### config.mk
export PLATFORM = sky130hd
export DESIGN_NAME = axis_upsizer
export DESIGN_NICKNAME = d
export VERILOG_FILES = /design/src/rtl/axis_upsizer.sv
export SDC_FILE = /design/constraint.sdc
export NUM_CORES = 1
export LEC_CHECK = 0
export CAP_MARGIN = 5
export CORE_MARGIN = 2
export CORE_UTILIZATION = 30
export CTS_CLUSTER_DIAMETER = 100
export DETAILED_ROUTE_END_ITERATION = 12
export PLACE_DENSITY = 0.59
export SLEW_MARGIN = 20
export SYNTH_ARGS = -nofsm -noshare
export SYNTH_HDL_FRONTEND = slang
export SYNTH_SLANG_ARGS = --single-unit
### constraint.sdc
create_clock -name clk -period 3.3 [get_ports clk]
set_clock_uncertainty 0.1 [all_clocks]
set_input_delay 0.66 -clock clk [delete_from_list [all_inputs] [get_ports clk]]
set_output_delay 0.66 -clock clk [all_outputs]
set_load 0.1 [all_outputs]
### src/rtl/axis_upsizer.sv
// rtl/axis_upsizer.sv - AXI-Stream width upsizer packing RATIO narrow beats into one wide beat
module axis_upsizer #(
    parameter int WIDTH_P = 32,
    parameter int WIDTH_S = 64
) (
    input  logic                         clk,
    input  logic                         rst,
    input  logic [1:0]                   cfg,
    input  logic [WIDTH_P-1:0]           p_axis_data,
    input  logic                         p_axis_valid,
    input  logic                         p_axis_last,
    output logic                         p_axis_ready,
    output logic [WIDTH_S-1:0]           s_axis_data,
    output logic [WIDTH_S/WIDTH_P-1:0]   s_axis_keep,
    output logic                         s_axis_valid,
    output logic                         s_axis_last,
    input  logic                         s_axis_ready
);

    localparam int RATIO = WIDTH_S / WIDTH_P;
    localparam int CNT_W = (RATIO > 2) ? $clog2(RATIO) : 1;

    // Reject geometries that cannot be packed lane-for-lane.
    generate
        if (RATIO < 2 || (WIDTH_S % WIDTH_P) != 0) begin : g_bad_ratio
            $error("axis_upsizer: WIDTH_S must be an integer multiple (>=2) of WIDTH_P");
        end
    endgenerate

    logic [CNT_W-1:0]   cnt_q, cnt_d;
    logic [1:0]         cfg_q, cfg_d;
    logic [WIDTH_S-1:0] acc_data_q, acc_data_d;
    logic [RATIO-1:0]   acc_keep_q, acc_keep_d;
    logic [WIDTH_S-1:0] out_data_q, out_data_d;
    logic [RATIO-1:0]   out_keep_q, out_keep_d;
    logic               out_valid_q, out_valid_d;
    logic               out_last_q, out_last_d;

    logic               accept;
    logic               complete;
    logic [1:0]         eff_cfg;
    logic [CNT_W-1:0]   lane;
    logic [WIDTH_S-1:0] merged_data;
    logic [RATIO-1:0]   merged_keep;
    logic [WIDTH_S-1:0] padded_data;

    // Ready only looks at the output register, never at the input side; held low in reset.
    assign p_axis_ready = rst && (!out_valid_q || s_axis_ready);

    assign s_axis_data  = out_data_q;
    assign s_axis_keep  = out_keep_q;
    assign s_axis_valid = out_valid_q;
    assign s_axis_last  = out_last_q;

    // Lane selection, merge of the incoming beat and padding of unfilled lanes.
    always_comb begin
        accept      = p_axis_valid && p_axis_ready;
        // The first beat of a word uses live cfg; later beats use the copy latched with it.
        eff_cfg     = (cnt_q == '0) ? cfg : cfg_q;
        lane        = eff_cfg[0] ? (CNT_W'(RATIO - 1) - cnt_q) : cnt_q;
        complete    = accept && ((cnt_q == CNT_W'(RATIO - 1)) || p_axis_last);
        merged_data = acc_data_q;
        merged_keep = acc_keep_q;
        for (int k = 0; k < RATIO; k++) begin
            if (lane == CNT_W'(k)) begin
                merged_data[k*WIDTH_P +: WIDTH_P] = p_axis_data;
                merged_keep[k]                    = 1'b1;
            end
        end
        padded_data = merged_data;
        for (int k = 0; k < RATIO; k++) begin
            if (!merged_keep[k]) begin
                padded_data[k*WIDTH_P +: WIDTH_P] = {WIDTH_P{eff_cfg[1]}};
            end
        end
    end

    // Next-state for the accumulator and the output register.
    always_comb begin
        cnt_d       = cnt_q;
        cfg_d       = cfg_q;
        acc_data_d  = acc_data_q;
        acc_keep_d  = acc_keep_q;
        out_data_d  = out_data_q;
        out_keep_d  = out_keep_q;
        out_valid_d = out_valid_q;
        out_last_d  = out_last_q;

        if (accept) begin
            cfg_d = eff_cfg;
            if (complete) begin
                cnt_d      = '0;
                acc_data_d = '0;
                acc_keep_d = '0;
            end else begin
                cnt_d      = cnt_q + CNT_W'(1);
                acc_data_d = merged_data;
                acc_keep_d = merged_keep;
            end
        end

        // A completing beat can only be accepted when the output is empty or draining,
        // so reloading here never overwrites an untransferred word.
        if (complete) begin
            out_data_d  = padded_data;
            out_keep_d  = merged_keep;
            out_last_d  = p_axis_last;
            out_valid_d = 1'b1;
        end else if (s_axis_ready) begin
            out_valid_d = 1'b0;
        end
    end

    // State registers; reset drops any partial word and any pending output.
    always_ff @(posedge clk or negedge rst) begin
        if (!rst) begin
            cnt_q       <= '0;
            cfg_q       <= '0;
            acc_data_q  <= '0;
            acc_keep_q  <= '0;
            out_data_q  <= '0;
            out_keep_q  <= '0;
            out_valid_q <= 1'b0;
            out_last_q  <= 1'b0;
        end else begin
            cnt_q       <= cnt_d;
            cfg_q       <= cfg_d;
            acc_data_q  <= acc_data_d;
            acc_keep_q  <= acc_keep_d;
            out_data_q  <= out_data_d;
            out_keep_q  <= out_keep_d;
            out_valid_q <= out_valid_d;
            out_last_q  <= out_last_d;
        end
    end

endmodule

# ---- Word-level counts from Yosys, hierarchy flattened
# Index checks and enable logic that the tools add are counted.
dict set report op_classes {
  n_addsub 2
  mux 13
  reduce_logical 7
}
# op n
set op_table {}
lappend op_table {{two-way mux 32 bit} 4}
lappend op_table {{two-way mux 64 bit} 1}
lappend op_table {{two-way mux 1 bit} 6}
lappend op_table {{two-way mux 2 bit} 2}
lappend op_table {{logical AND 1 bit} 3}
lappend op_table {{logical OR 1 bit} 2}
lappend op_table {{nonzero test 2 bit} 1}
lappend op_table {{adder 1 bit (second input constant)} 1}
lappend op_table {{zero test 1 bit} 1}
lappend op_table {{subtractor 1 bit (first input constant)} 1}
dict set report word_totals {
  ff_bits 137
  input_bits 39
  out_inout_bits 69
  word_cells 30
}

# ---- Depth between registers and ports, before layout
dict set report depth {
  depth_word 6
  mapped_depth 6
  mapped_depth_nobuf 3
}

# ---- Worst setup path before layout
# Ideal clock, no wire load.
dict set report synth_timing {
  kind {register to output}
  from {register out_valid_q (netlist: s_axis_valid)}
  to {output port p_axis_ready}
  t_arrival_ps 1763
  required_time_ps 2540
  path_slack_ps 777
  stages_incl_launch_ff 3
  n_path_buf 0
  path_cell_list {dfrtp_1 > nand2b_1 > and2_1}
}
dict set report synth_via {
  elab_chain_len 3
}
# item line_no
set synth_rtl {}
lappend synth_rtl {{start, declared} 36} ;# logic out_valid_q, out_valid_d;
lappend synth_rtl {{start signal, assigned} 132} ;# out_valid_q <= out_valid_d;
lappend synth_rtl {{zero test 1 bit} 48} ;# assign p_axis_ready = rst && (!out_valid_q || s_axis_ready);
lappend synth_rtl {{logical OR 1 bit} 48}
lappend synth_rtl {{logical AND 1 bit} 48}
lappend synth_rtl {{end, declared} 12} ;# output logic p_axis_ready,
# No other way between the ends.

# ---- Worst setup path after layout
dict set report layout_timing {
  from {input port s_axis_ready}
  to {output port p_axis_ready}
}
dict set report layout_via {
  elab_chain_len 2
}
# item line_no
set layout_rtl {}
lappend layout_rtl {{start, declared} 17} ;# input logic s_axis_ready
lappend layout_rtl {{logical OR 1 bit} 48}
lappend layout_rtl {{logical AND 1 bit} 48}
# No other way between the ends.

==> impl_metrics.toml <==
[min_path]
holdCritPathClass = "in -> async"

[critical_path]
arrival_ns = 1.76
crit_path_start_kind = "primary input"
critical_path_class = "in -> out"
crit_fanout = 3
worstSetupStartpoint = "s_axis_ready"
endpoint_kind = "output port"
rr_startpoint = "cnt_q"
worstPathRequired_ns = 2.54

[global_route]
antenna_found_initial = 0
grt_overflow = 0
grt_usage = 0.196
grt_pass1_wl_mm = 36.8
grt_max_degree = 83
grt_pass1_vias = 6178

[die]
pin_count = 108
fp.dieH_um = 154
start_util = 0.302
die_area_mm2 = 0.0238
rows = 55
die_w_um = 154
coreArea_mm2 = 0.0224

[timing]
rsz0062_at_grt = "false"
hold_viol_final = 0
fmax_ghz = 0.397
finalCritPeriodShare = 0.762
setup_viol = 0
maxSlewHeadroom = 0.432
tightestPinTransition_ns = 0.852
slew_violations = 0
fin_tns_setup_ns = 0
finalCriticalPeriod_ns = 2.52
finalWorstSetupSlack_ns = 0.784

[drt]
post_drt_via_cell_ratio = 6.24
num_vias = 6126
drc = 0
ant_nets = 0
avgRoutedWirePerCell_um = 23.4
firstDrtPassIters = 5
finalWirelength_mm = 23.0
first_iter_violations = 493

[finish]
drive_gt1_frac = 0.218
diodes = 0
fill_cells = 2148
final_common_cell = "dfrtp_1"
final_nets = 723
layout_common_cells = "dfrtp_1 (137), buf_4 (90), o31ai_1 (66)"
final_cell_area_mm2 = 0.00863
post-route-util = 0.384
synthToLayoutAreaGrowth_pct = 27.2

[placed_design]
placed_area_mm2 = 0.00798
place_ws_ns = 0.422
routabilityCongestion = 0.770
io_buffers = 107
hpwlAfterDp_mm = 13.5

[logic_synthesis]
ys_seq_area_frac = 0.505
ys_warn_count = 0
syn_area_mm2 = 0.00678
syn-instance-count = 624
synth.ff_latch_count = 137
ys_types = 30
synthesis.nets = 663
syn_area_per_cell_um2 = 10.9

[status]
status = "complete, no violations"

[pwr]
power_leakage_nw = 3.50
pwr_density_cell_mw_per_mm2 = 1060
fin_total_pwr_w = 0.00913
irDropWorstVdd_v = 0.000449

[clocking]
cts-buffers-inserted = 17
postCtsSetupBuffers = 0
cts-resized-gates = 0
cts_root_buf = "clkbuf_16"
clk_latency_ns = 0.42
cts_tree = "done"
clk_pin_slew_ns = 0.06
cts_hold_buffers = 0
clkSinkCount = 137
cts_buffer_depth = 2
htree_levels = 4

[run]
cap_violations = 0
final cells by class:
class	instances	area (um^2)	share of cell area
Clock buffer	19	453	0.0525
Clock inverter	13	191	0.0222
Multi-Input combinational cell	392	3010	0.348
Sequential cell	137	3430	0.397
Tap cell	285	357	0.0413
Timing Repair Buffer	136	1190	0.138
state kept, by name, indices dropped and copies added, names as in the netlist:
| register | cells |
|---|---|
| s_axis_valid | 1 |
| cfg_q | 2 |
| s_axis_keep | 2 |
| s_axis_last | 1 |
| s_axis_data | 64 |
| cnt_q | 1 |
| acc_data_q | 64 |
| acc_keep_q | 2 |
stage by stage:
stage / instances / hold slack, ns
global placement: 948 / 0.364
detailed placement: 950 / 0.373
finish: 982 / 0.310
floorplan: 624 / 0.264
CTS: 982 / 0.328
global route: 982 / 0.380
routing by layer:
layer	routed length, um	vias to the layer above	global-route usage
met4	357	0	0.0644
met5	0	-	0
li1	-	2646	-
met2	10900	270	0.311
met3	1450	27	0.0381
met1	10200	3183	0.269
worst paths after layout:
kind                       cells past startpoint  slack [ns]              end
setup reg to reg                               4        0.81  s_axis_data[48]
max in group asynchronous                      3        1.53  s_axis_data[31]
hold reg to reg                                1        0.38   acc_data_q[33]
min in group clk                               1        0.38   acc_data_q[33]
setup / recovery                               4        0.78     p_axis_ready
hold / removal                                 2        0.31  s_axis_data[28]
kinds of logic (layout without fill, tap and decap cells):
| logic type | Yosys count | count (layout) | synth area share |
|---|---|---|---|
| AOI/OAI and AO/OA | 268 | 268 | 0.313 |
| DFF | 137 | 137 | 0.505 |
| and+or+nand+nor | 122 | 122 | 0.116 |
| buffers and inverters | 95 | 168 | 0.0618 |
| muxes | 2 | 2 | 0.00332 |
synthesized netlist by cell type (all sizes together):
cell type / n / area [um^2]
a211oi: 1 / 7.51
a21oi: 66 / 334
a32o: 65 / 651
and2: 2 / 12.5
buf: 33 / 186
clkbuf: 62 / 233
dfrtp: 137 / 3430
mux2: 2 / 22.5
nand2: 4 / 15.0
nand2b: 34 / 213
nand4: 1 / 6.26
nor2: 3 / 11.3
nor2b: 1 / 6.26
nor3: 35 / 175
nor3b: 1 / 7.51
nor4: 2 / 12.5
nor4b: 32 / 280
o21a: 2 / 15.0
o21ai: 3 / 15.0
o31ai: 67 / 503
o41ai: 64 / 598
or2: 1 / 6.26
or3: 3 / 18.8
or3b: 2 / 17.5
or4: 1 / 7.51
worst max-delay path: stages:
cell	delay, ns
clkdlybuf4s50_1	0.52
nand2b_1	0.17
and2_1	0.21
buf_12	0.19
power by group:
part	switching [W]	internal, W	total (W)	leakage, nW
Sequential	0.000363	0.00213	0.00249	1.77
Combinational	0.00349	0.00107	0.00456	1.42
Clock	0.000771	0.00131	0.00208	0.306
(Power assumes the default switching activity.)
